## src/rtl/pipelined_control_unit_if.sv

```systemverilog
// ID-stage instruction, hazard flush and the staged control bundle exchanged
// between the control unit (slave) and the datapath/hazard unit (master).
interface pipelined_control_unit_if;
  logic [31:0] InstrD;
  logic        FlushE;
  logic        BranchD;
  logic        BranchNeD;
  logic        JumpD;
  logic        IllegalD;
  logic        StallFD;
  logic        RegWriteE;
  logic        MemtoRegE;
  logic        MemWriteE;
  logic        ALUSrcE;
  logic        RegDstE;
  logic        ZeroExtE;
  logic [2:0]  ALUControlE;
  logic        RegWriteM;
  logic        MemtoRegM;
  logic        MemWriteM;
  logic        RegWriteW;
  logic        MemtoRegW;

  modport master (
    output InstrD, FlushE,
    input  BranchD, BranchNeD, JumpD, IllegalD, StallFD,
    input  RegWriteE, MemtoRegE, MemWriteE, ALUSrcE, RegDstE, ZeroExtE, ALUControlE,
    input  RegWriteM, MemtoRegM, MemWriteM,
    input  RegWriteW, MemtoRegW
  );

  modport slave (
    input  InstrD, FlushE,
    output BranchD, BranchNeD, JumpD, IllegalD, StallFD,
    output RegWriteE, MemtoRegE, MemWriteE, ALUSrcE, RegDstE, ZeroExtE, ALUControlE,
    output RegWriteM, MemtoRegM, MemWriteM,
    output RegWriteW, MemtoRegW
  );
endinterface

```

## src/rtl/pipelined_control_unit.sv

```systemverilog
// MIPS 5-stage control unit: ID decode plus ID/EX, EX/MEM and MEM/WB control
// registers, with bubble insertion and a multi-cycle MUL hold in EX.
module pipelined_control_unit #(
  parameter int MUL_LATENCY = 3,
  parameter bit EXT_EN      = 1'b1,
  parameter int CNT_W       = 4
) (
  input logic                      CLK,
  input logic                      RST,
  pipelined_control_unit_if.slave  bus
);

  typedef struct packed {
    logic       reg_write;
    logic       mem_to_reg;
    logic       mem_write;
    logic       alu_src;
    logic       reg_dst;
    logic       zero_ext;
    logic [2:0] alu_ctrl;
  } ctrl_t;

  localparam ctrl_t NOP_CTRL = 9'b000000_010;
  localparam bit MUL_MULTI = (MUL_LATENCY > 1);
  localparam logic [CNT_W-1:0] MUL_RELOAD = CNT_W'(MUL_LATENCY - 1);

  ctrl_t            dec;
  ctrl_t            id_ex;
  logic             branch;
  logic             branch_ne;
  logic             jump;
  logic             illegal;
  logic [5:0]       opcode;
  logic [5:0]       funct;
  logic [CNT_W-1:0] cnt;
  logic             stall;
  logic             mul_capture;
  logic             m_reg_write;
  logic             m_mem_to_reg;
  logic             m_mem_write;
  logic             w_reg_write;
  logic             w_mem_to_reg;

  assign opcode = bus.InstrD[31:26];
  assign funct  = bus.InstrD[5:0];

  always_comb begin
    dec       = NOP_CTRL;
    branch    = 1'b0;
    branch_ne = 1'b0;
    jump      = 1'b0;
    illegal   = 1'b0;
    if (bus.InstrD != '0) begin
      case (opcode)
        6'b000000: begin
          dec.reg_write = 1'b1;
          dec.reg_dst   = 1'b1;
          case (funct)
            6'b100100: dec.alu_ctrl = 3'b000;
            6'b100101: dec.alu_ctrl = 3'b001;
            6'b100000: dec.alu_ctrl = 3'b010;
            6'b100010: dec.alu_ctrl = 3'b100;
            6'b101010: dec.alu_ctrl = 3'b110;
            6'b011100: dec.alu_ctrl = 3'b101;
            default: begin
              dec     = NOP_CTRL;
              illegal = 1'b1;
            end
          endcase
        end
        6'b100011: begin
          dec.reg_write  = 1'b1;
          dec.alu_src    = 1'b1;
          dec.mem_to_reg = 1'b1;
        end
        6'b101011: begin
          dec.mem_write = 1'b1;
          dec.alu_src   = 1'b1;
        end
        6'b001000: begin
          dec.reg_write = 1'b1;
          dec.alu_src   = 1'b1;
        end
        6'b000100: begin
          branch       = 1'b1;
          dec.alu_ctrl = 3'b100;
        end
        6'b000010: jump = 1'b1;
        // Extended opcodes decode only when EXT_EN is set; otherwise illegal.
        6'b001100: begin
          if (EXT_EN) begin
            dec.reg_write = 1'b1;
            dec.alu_src   = 1'b1;
            dec.zero_ext  = 1'b1;
            dec.alu_ctrl  = 3'b000;
          end else illegal = 1'b1;
        end
        6'b001101: begin
          if (EXT_EN) begin
            dec.reg_write = 1'b1;
            dec.alu_src   = 1'b1;
            dec.zero_ext  = 1'b1;
            dec.alu_ctrl  = 3'b001;
          end else illegal = 1'b1;
        end
        6'b001010: begin
          if (EXT_EN) begin
            dec.reg_write = 1'b1;
            dec.alu_src   = 1'b1;
            dec.alu_ctrl  = 3'b110;
          end else illegal = 1'b1;
        end
        6'b000101: begin
          if (EXT_EN) begin
            branch_ne    = 1'b1;
            dec.alu_ctrl = 3'b100;
          end else illegal = 1'b1;
        end
        default: illegal = 1'b1;
      endcase
    end
  end

  assign stall       = (cnt != '0);
  assign mul_capture = MUL_MULTI && !stall && !bus.FlushE &&
                       dec.reg_write && (dec.alu_ctrl == 3'b101);

  // While the counter runs, ID/EX holds the MUL and FlushE has no effect.
  always_ff @(posedge CLK or negedge RST) begin
    if (!RST) begin
      id_ex <= NOP_CTRL;
      cnt   <= '0;
    end else if (stall) begin
      cnt <= cnt - CNT_W'(1);
    end else if (bus.FlushE) begin
      id_ex <= NOP_CTRL;
    end else begin
      id_ex <= dec;
      if (mul_capture) cnt <= MUL_RELOAD;
    end
  end

  always_ff @(posedge CLK or negedge RST) begin
    if (!RST) begin
      m_reg_write  <= 1'b0;
      m_mem_to_reg <= 1'b0;
      m_mem_write  <= 1'b0;
      w_reg_write  <= 1'b0;
      w_mem_to_reg <= 1'b0;
    end else begin
      m_reg_write  <= stall ? 1'b0 : id_ex.reg_write;
      m_mem_to_reg <= stall ? 1'b0 : id_ex.mem_to_reg;
      m_mem_write  <= stall ? 1'b0 : id_ex.mem_write;
      w_reg_write  <= m_reg_write;
      w_mem_to_reg <= m_mem_to_reg;
    end
  end

  assign bus.BranchD     = branch;
  assign bus.BranchNeD   = branch_ne;
  assign bus.JumpD       = jump;
  assign bus.IllegalD    = illegal;
  assign bus.StallFD     = stall;
  assign bus.RegWriteE   = id_ex.reg_write;
  assign bus.MemtoRegE   = id_ex.mem_to_reg;
  assign bus.MemWriteE   = id_ex.mem_write;
  assign bus.ALUSrcE     = id_ex.alu_src;
  assign bus.RegDstE     = id_ex.reg_dst;
  assign bus.ZeroExtE    = id_ex.zero_ext;
  assign bus.ALUControlE = id_ex.alu_ctrl;
  assign bus.RegWriteM   = m_reg_write;
  assign bus.MemtoRegM   = m_mem_to_reg;
  assign bus.MemWriteM   = m_mem_write;
  assign bus.RegWriteW   = w_reg_write;
  assign bus.MemtoRegW   = w_mem_to_reg;

endmodule

```

## src/flat_wrapper.sv

```systemverilog
// flat-port wrapper written by rule: the top's interface ports become plain ports
module pipelined_control_unit_flat 
#(
  parameter int MUL_LATENCY = 3,
  parameter bit EXT_EN      = 1'b1,
  parameter int CNT_W       = 4
)
  (CLK, RST, bus_InstrD, bus_FlushE, bus_BranchD, bus_BranchNeD, bus_JumpD, bus_IllegalD, bus_StallFD, bus_RegWriteE, bus_MemtoRegE, bus_MemWriteE, bus_ALUSrcE, bus_RegDstE, bus_ZeroExtE, bus_ALUControlE, bus_RegWriteM, bus_MemtoRegM, bus_MemWriteM, bus_RegWriteW, bus_MemtoRegW);
  pipelined_control_unit_if bus_i ();
  input logic CLK;
  input logic RST;
  input wire logic [$bits(bus_i.InstrD)-1:0] bus_InstrD;
  input wire logic [$bits(bus_i.FlushE)-1:0] bus_FlushE;
  output wire logic [$bits(bus_i.BranchD)-1:0] bus_BranchD;
  output wire logic [$bits(bus_i.BranchNeD)-1:0] bus_BranchNeD;
  output wire logic [$bits(bus_i.JumpD)-1:0] bus_JumpD;
  output wire logic [$bits(bus_i.IllegalD)-1:0] bus_IllegalD;
  output wire logic [$bits(bus_i.StallFD)-1:0] bus_StallFD;
  output wire logic [$bits(bus_i.RegWriteE)-1:0] bus_RegWriteE;
  output wire logic [$bits(bus_i.MemtoRegE)-1:0] bus_MemtoRegE;
  output wire logic [$bits(bus_i.MemWriteE)-1:0] bus_MemWriteE;
  output wire logic [$bits(bus_i.ALUSrcE)-1:0] bus_ALUSrcE;
  output wire logic [$bits(bus_i.RegDstE)-1:0] bus_RegDstE;
  output wire logic [$bits(bus_i.ZeroExtE)-1:0] bus_ZeroExtE;
  output wire logic [$bits(bus_i.ALUControlE)-1:0] bus_ALUControlE;
  output wire logic [$bits(bus_i.RegWriteM)-1:0] bus_RegWriteM;
  output wire logic [$bits(bus_i.MemtoRegM)-1:0] bus_MemtoRegM;
  output wire logic [$bits(bus_i.MemWriteM)-1:0] bus_MemWriteM;
  output wire logic [$bits(bus_i.RegWriteW)-1:0] bus_RegWriteW;
  output wire logic [$bits(bus_i.MemtoRegW)-1:0] bus_MemtoRegW;
  assign bus_i.InstrD = bus_InstrD;
  assign bus_i.FlushE = bus_FlushE;
  assign bus_BranchD = bus_i.BranchD;
  assign bus_BranchNeD = bus_i.BranchNeD;
  assign bus_JumpD = bus_i.JumpD;
  assign bus_IllegalD = bus_i.IllegalD;
  assign bus_StallFD = bus_i.StallFD;
  assign bus_RegWriteE = bus_i.RegWriteE;
  assign bus_MemtoRegE = bus_i.MemtoRegE;
  assign bus_MemWriteE = bus_i.MemWriteE;
  assign bus_ALUSrcE = bus_i.ALUSrcE;
  assign bus_RegDstE = bus_i.RegDstE;
  assign bus_ZeroExtE = bus_i.ZeroExtE;
  assign bus_ALUControlE = bus_i.ALUControlE;
  assign bus_RegWriteM = bus_i.RegWriteM;
  assign bus_MemtoRegM = bus_i.MemtoRegM;
  assign bus_MemWriteM = bus_i.MemWriteM;
  assign bus_RegWriteW = bus_i.RegWriteW;
  assign bus_MemtoRegW = bus_i.MemtoRegW;
  pipelined_control_unit #(.MUL_LATENCY(MUL_LATENCY), .EXT_EN(EXT_EN), .CNT_W(CNT_W)) u_core (.CLK(CLK), .RST(RST), .bus(bus_i));
endmodule
```

## config.mk

```make
export PLATFORM = sky130hd
export DESIGN_NAME = pipelined_control_unit_flat
export DESIGN_NICKNAME = d
export VERILOG_FILES = /design/src/rtl/pipelined_control_unit_if.sv /design/src/rtl/pipelined_control_unit.sv /design/src/flat_wrapper.sv
export SDC_FILE = /design/constraint.sdc
export NUM_CORES = 1
export LEC_CHECK = 0
export BUFFER_PORTS_ARGS = -buffer_cell sky130_fd_sc_hd__buf_2
export CORE_MARGIN = 3
export CORE_UTILIZATION = 30
export DETAILED_ROUTE_END_ITERATION = 10
export GPL_ROUTABILITY_DRIVEN = 0
export GPL_TIMING_DRIVEN = 0
export SLEW_MARGIN = 20
export SYNTH_ARGS = -nofsm -noshare
export SYNTH_HDL_FRONTEND = slang
export SYNTH_SLANG_ARGS = --single-unit
```

## constraint.sdc

```tcl
create_clock -name CLK -period 1.9 [get_ports CLK]
set_clock_uncertainty 0.05 [all_clocks]
set_input_delay 0.19 -clock CLK [delete_from_list [all_inputs] [get_ports CLK]]
set_output_delay 0.19 -clock CLK [all_outputs]
set_load 0.05 [all_outputs]
```

==> results of run 1 <==
[per-layer routing]
layer | GRT usage, % | routed length (µm) | up-vias
li1 | - | - | 568
met3 | 2.192 | 180 | 6
met5 | 0 | 0 | -
met2 | 20.79 | 1267 | 40
met1 | 17.70 | 1291 | 530
met4 | 5.316 | 44 | 0
[state kept, by name (all words and copies together), names as in the netlist]
signal / flops
u_core.cnt: 4
u_core.bus.ALUControlE: 3
u_core.bus.ALUSrcE: 1
u_core.bus.MemWriteE: 1
u_core.bus.MemWriteM: 1
u_core.bus.MemtoRegE: 1
u_core.bus.MemtoRegM: 1
u_core.bus.MemtoRegW: 1
u_core.bus.RegDstE: 1
u_core.bus.RegWriteE: 1
u_core.bus.RegWriteM: 1
u_core.bus.RegWriteW: 1
u_core.bus.ZeroExtE: 1
[path summary, 6_finish.rpt]
| check | from | end | slack, ns | depth (start not counted) |
|---|---|---|---|---|
| worst max register to register | u_core.cnt[0]$_DFFE_PN0P_ | u_core.bus.MemWriteE$_DFFE_PN0N_ | 0.23 | 6 |
| worst max-delay path | u_core.cnt[0]$_DFFE_PN0P_ | bus_StallFD | 0.12 | 5 |
| min in group asynchronous | RST | u_core.bus.RegWriteW$_DFF_PN0_ | 0.34 | 2 |
| worst min-delay path | bus_FlushE | u_core.bus.ALUControlE[2]$_DFFE_PN0N_ | 0.22 | 3 |
| worst min register to register | u_core.bus.MemtoRegM$_DFF_PN0_ | u_core.bus.MemtoRegW$_DFF_PN0_ | 0.32 | 0 |
| max in group asynchronous | RST | u_core.bus.ALUControlE[1]$_DFFE_PN1N_ | 1.15 | 2 |
[stage by stage]
| stage | area, µm² | hold slack (ns) |
|---|---|---|
| after floorplan | 1116 | -0.1556 |
| after detailed placement | 1429 | 0.08429 |
| after CTS | 1484 | 0.2155 |
| after global routing | 1486 | 0.2177 |
| final | 1486 | 0.2202 |
| after global placement | 1429 | 0.07678 |
[power breakdown]
| part | internal [mW] | switching (mW) |
|---|---|---|
| sequential | 0.456 | 0.0426 |
| combinational | 0.177 | 0.350 |
| clock | 0.149 | 0.118 |
[tightest hold or removal path, stage by stage]
cell      delay (ns)
buf_2           0.12
nand2b_1        0.12
o21ai_1         0.05
[repair_timing]
| item | CTS | global route |
|---|---|---|
| hold endpoints to repair | 17 | 0 |
| hold buffers | 1 | 0 |
| setup endpoints to repair | 0 | 2 |
| gates resized for setup | 0 | 1 |
[placed cells by master (no fill, tap or decap), types with 4 or more instances in the layout]
cell	Yosys	final
buf_2	2	53
dfrtp_1	17	17
nor2_1	11	11
a21oi_1	8	8
inv_1	6	6
nor4_1	6	6
o21ai_0	5	5
and3_1	4	4
nand2b_1	4	4
nor2b_1	4	4
nand2_1	5	4
nor3_1	4	4
nand3_1	4	4
[kinds of logic (layout without fill, tap and decap cells)]
logic type      after synthesis  count (layout)  share of synthesized area (%)
simple gates                 58              58                          32.06
flops                        18              18                          40.47
buf+inv                      11              67                          5.268
mux                           2               2                          1.906
fa+ha+maj                     1               1                          1.121
compound gates               31              31                          19.17
[area by class of cell]
| class | count | area (µm²) |
|---|---|---|
| Fill cell | 375 | 1982 |
| Sequential cell | 18 | 451.7 |
| Timing Repair Buffer | 52 | 265.3 |
| Clock buffer | 4 | 45.04 |
| Multi-Input combinational cell | 92 | 608.1 |
| Tap cell | 46 | 57.56 |
| Inverter | 6 | 22.52 |
| Buffer | 5 | 36.28 |
==> flow_summary.ini, run 1 <==
[finish]
fin_nets = 214
num_antenna_cells = 0
instances_no_fill = 223
final_core_util_pct = 42.86
synthToLayoutAreaGrowth_pct = 33.18
drive_gt1_share_pct = 38.42

[placement]
place_ws_ns = 0.1697
io_buffers = 51
dp_hpwl_um = 2290
place_inst = 218

[detailed_routing]
via_count = 1144
vias_per_cell = 5.130
drt_iter0_drc = 42
drc_errors = 0
dr.pass1.iters = 4
finalWirelength_um = 2784
ant_nets = 0
wl_per_cell_um = 12.48

[timing]
fin_ws_ns = 0.1188
setup_viol_count_final = 0
tightest_slew_ns = 0.4251
fin_setup_tns_ns = 0
grt_setup_unrepaired = no
fin_crit_sh_pct = 93.75
fmax_mhz = 561.4
maxSlewViolCount = 0
min_period_ns = 1.781
max_slew_margin_pct = 71.44
final-hold-violation-count = 0

[yosys]
synthArstFlopShare_pct = 100.0
synthCells = 121
syn_area_um2 = 1116
syn_area_per_cell_um2 = 9.224
synth_most_common_cell = dfrtp_1
ys.flop_type = dfrtp_1
ys_top_cells_by_area = dfrtp_1, nor2_1, a21oi_1
synth.distinct_cells = 43
ys.warnings.count = 0
synth.top_cell.area_share_pct = 38.12
ys_top_cells_by_count = dfrtp_1, nor2_1, a21oi_1
synth_edf_count = 0
ys_seq_area_share_pct = 40.47
synth_seq_cells = 18
synthesis.nets = 157
synth_top_area_cell = dfrtp_1

[setup_path]
worstPathMaxFanout = 10
path_class = flip-flop to output pin
crit_family = buffers and inverters
path_buf_inv = 3
worst_setup_path_start_kind = flip-flop
cp.arrival_ns = 1.54
worst_ep_required_time_ns = 1.66
crit_slowest_cell = dfrtp_1
crit_chain = inv_1, ha_1, nand2_2, buf_6, buf_2
critPathCaptureType = output pin
crit_path_max_incr_delay_ns = 0.37

[global_route]
antenna_found_initial = 0
grt_use_total_pct = 13.17
grt_max_degree = 19
grt_pass1_wl_um = 4664
grt_pass1_vias = 1086
overflow = 0

[die]
core_um2 = 3468
die-area_um2 = 4488
rows = 21
die_x_um = 67.00
io_pins = 54
die_y_um = 67.00
start_util_pct = 32.18

[clocking]
cts_root_buf = clkbuf_8
insertion_delay_ns = 0.25
clock_path_buffers = 2
cts_setup_buffers = 0
htree_num_levels = 1
cts_tree = done
clkSinkCount = 18
clkTransAtPathRegs_ns = 0.06
numCtsBuffers = 3

[run]
maxCapViolations = 0

[min_path]
hold_path.class = primary input to flip-flop

[power]
power_density_nw_per_um2 = 869.4
power.leakage_nw = 0.7424
total_power_mw = 1.292
vdd_drop_max_mv = 0.2839

[outcome]
status = finished clean
Power figures use the tool's default switching activity.
==> inputs of run 2 (changes only) <==
--- a/config.mk
+++ b/config.mk
@@ -8,2 +8,3 @@
 export BUFFER_PORTS_ARGS = -buffer_cell sky130_fd_sc_hd__buf_2
+export CAP_MARGIN = 20
 export CORE_MARGIN = 3
@@ -13,2 +14,3 @@
 export GPL_TIMING_DRIVEN = 0
+export REMOVE_ABC_BUFFERS = 1
 export SLEW_MARGIN = 20
--- a/constraint.sdc
+++ b/constraint.sdc
@@ -4,2 +4,2 @@
 set_output_delay 0.19 -clock CLK [all_outputs]
-set_load 0.05 [all_outputs]
+set_load 0.005 [all_outputs]
==> flow_summary.ini, run 2 (synthesis gave the netlist of run 1 again) <==
[outcome]
status = finished clean

[setup_path]
path_class = flip-flop to output pin
worstPathMaxFanout = 15
critPathCaptureType = output pin
rr_startpoint = u_core.cnt[0]$_DFFE_PN0P_
path_buf_inv = 2
worst_ep_required_time_ns = 1.66
crit_chain = inv_1, ha_1, nand2_2, buf_2
reg2regPathDepth = 6
worst_setup_path_start_kind = flip-flop
crit_family = flip-flops
r2r-end = u_core.bus.MemWriteE$_DFFE_PN0N_
crit_slowest_cell = dfrtp_1
reg2reg_slack_ns = 0.27
crit_path_max_incr_delay_ns = 0.40
cp.arrival_ns = 1.43

[min_path]
whs_endpoint = u_core.bus.ALUControlE[2]$_DFFE_PN0N_
hold_path.class = primary input to flip-flop
min_path_cells = 3
hp-start = bus_FlushE

[power]
power_density_nw_per_um2 = 800.5
vdd_drop_max_mv = 0.2676
switching_share_pct = 32.44
combPwrFrac_pct = 32.1
power.leakage_nw = 0.7365
p_switching_mw = 0.3831
total_power_mw = 1.181
seqPwrFrac_pct = 42.0
pwr-share-clk_pct = 25.9
p_int_mw = 0.7978

[die]
core_um2 = 3468
die_x_um = 67.00
io_pins = 54
die_y_um = 67.00
rows = 21
die-area_um2 = 4488
start_util_pct = 32.18

[timing]
fmax_mhz = 600.3
tightest_slew_ns = 0.3824
final-hold-violation-count = 0
setup_viol_count_final = 0
fin_crit_sh_pct = 87.67
grt_setup_unrepaired = no
max_slew_margin_pct = 74.51
min_period_ns = 1.666
holdWs_ns = 0.2185
maxSlewViolCount = 0

[finish]
seq_area_um2 = 451.7
mostFrequentLayoutCell = buf_2
regMostFlops = u_core.cnt
fin_nets = 211
synthToLayoutAreaGrowth_pct = 32.17
drive_gt1_share_pct = 39.08
n_fill_cell = 373
largest_reg_flops = 4
num_antenna_cells = 0
mostFrequentLayoutCells = buf_2, dfrtp_1, nor2_1
multi_input_area_um2 = 613.1

[global_route]
grt_max_degree = 19
overflow = 0
grt_use_total_pct = 13.28
grt_most_used_layer = met2
met2_usage_pct = 20.79
grt_pass1_vias = 1058
antenna_found_initial = 0
grtUsageMet1_pct = 18.64
use_met3_pct = 2.192
grt_pass1_wl_um = 4719

[detailed_routing]
drt_iter0_drc = 18
wl_per_cell_um = 12.83
dr.pass1.iters = 4
vias_per_cell = 5.068
via_count = 1115
drc_errors = 0
ant_nets = 0
finalWirelength_um = 2823

[clocking]
cts_tree = done
cts_setup_buffers = 0
insertion_delay_ns = 0.25
clock_path_buffers = 2
clkTransAtPathRegs_ns = 0.06
clkSinkCount = 18
numCtsBuffers = 3
cts_root_buf = clkbuf_8
htree_num_levels = 1

[placement]
dp_hpwl_um = 2276
io_buffers = 53

[run]
maxCapViolations = 0
## run 2: changes by cell type in the layout (fill, tap and decap cells not counted)
cell	previous run	this run
clkbuf_8	3	4
buf_6	2	0
nor3_1	4	3
clkbuf_1	2	0
nor3_2	0	1
## run 2: how the worst max path moves through the flow
stage          depth (start not counted)  slack (ns)                 startpoint                               end
3_5_place_dp                           6       -0.07  u_core.cnt[0]$_DFFE_PN0P_  u_core.bus.MemWriteE$_DFFE_PN0N_
5_1_grt                                6        0.06  u_core.cnt[0]$_DFFE_PN0P_  u_core.bus.MemWriteE$_DFFE_PN0N_
4_1_cts                                4        0.06  u_core.cnt[0]$_DFFE_PN0P_                       bus_StallFD
3_3_place_gp                           6        0.04  u_core.cnt[0]$_DFFE_PN0P_  u_core.bus.MemtoRegE$_DFFE_PN0N_
6_report                               4        0.23  u_core.cnt[0]$_DFFE_PN0P_                       bus_StallFD
2_1_floorplan                          6        0.30  u_core.cnt[0]$_DFFE_PN0P_  u_core.bus.MemWriteE$_DFFE_PN0N_
## run 2: cell type report
| class | count | share of cell area (%) |
|---|---|---|
| timing repair buffer | 54 | 18.66 |
| sequential | 18 | 30.62 |
| clock buffer | 4 | 3.732 |
| multi-input combinational | 92 | 41.56 |
| inverter | 6 | 1.527 |
| tap | 46 | 3.902 |
## run 2: worst register-to-register path, cell delays in order (launching register included)
cell      delay [ns]
dfrtp_1         0.40
inv_1           0.08
ha_1            0.27
nand2_2         0.23
nor3_2          0.28
nand2b_1        0.10
o21ai_0         0.14
## run 2: timing repair
| item | CTS | global route |
|---|---|---|
| setup endpoints to repair | 3 | 5 |
| endpoints found under the hold margin | 17 | 0 |
| hold buffers | 1 | 0 |
| resized for setup | 1 | 1 |
## run 2: per-layer routing
| metal | share of wire, % | routed length [µm] |
|---|---|---|
| met1 | 46 | 1297 |
| met5 | 0 | 0 |
| met4 | 0.67 | 19 |
| met3 | 6.5 | 183 |
| met2 | 47 | 1322 |
## run 2: through the flow
step	cell area [µm²]	TNS, ns	util (%)	std cells	worst slack, ns
after detailed placement	1403	-0.1107	40.44	215	-0.06533
after floorplan	1080	0	-	116	0.2978
final	1475	0	42.53	220	0.2342
after global routing	1475	0	42.53	220	0.05851
after global placement	1403	0	40.44	215	0.03687
after CTS	1473	0	42.46	220	0.06189
## run 2: power groups by stage
stage / logic [mW] / registers [mW] / clock network [mW]
after floorplan: 0.217 / 0.498 / 0
after detailed placement: 0.375 / 0.503 / 0
after CTS: 0.380 / 0.498 / 0.314
final: 0.379 / 0.496 / 0.305
after global routing: 0.434 / 0.506 / 0.331
after global placement: 0.354 / 0.501 / 0
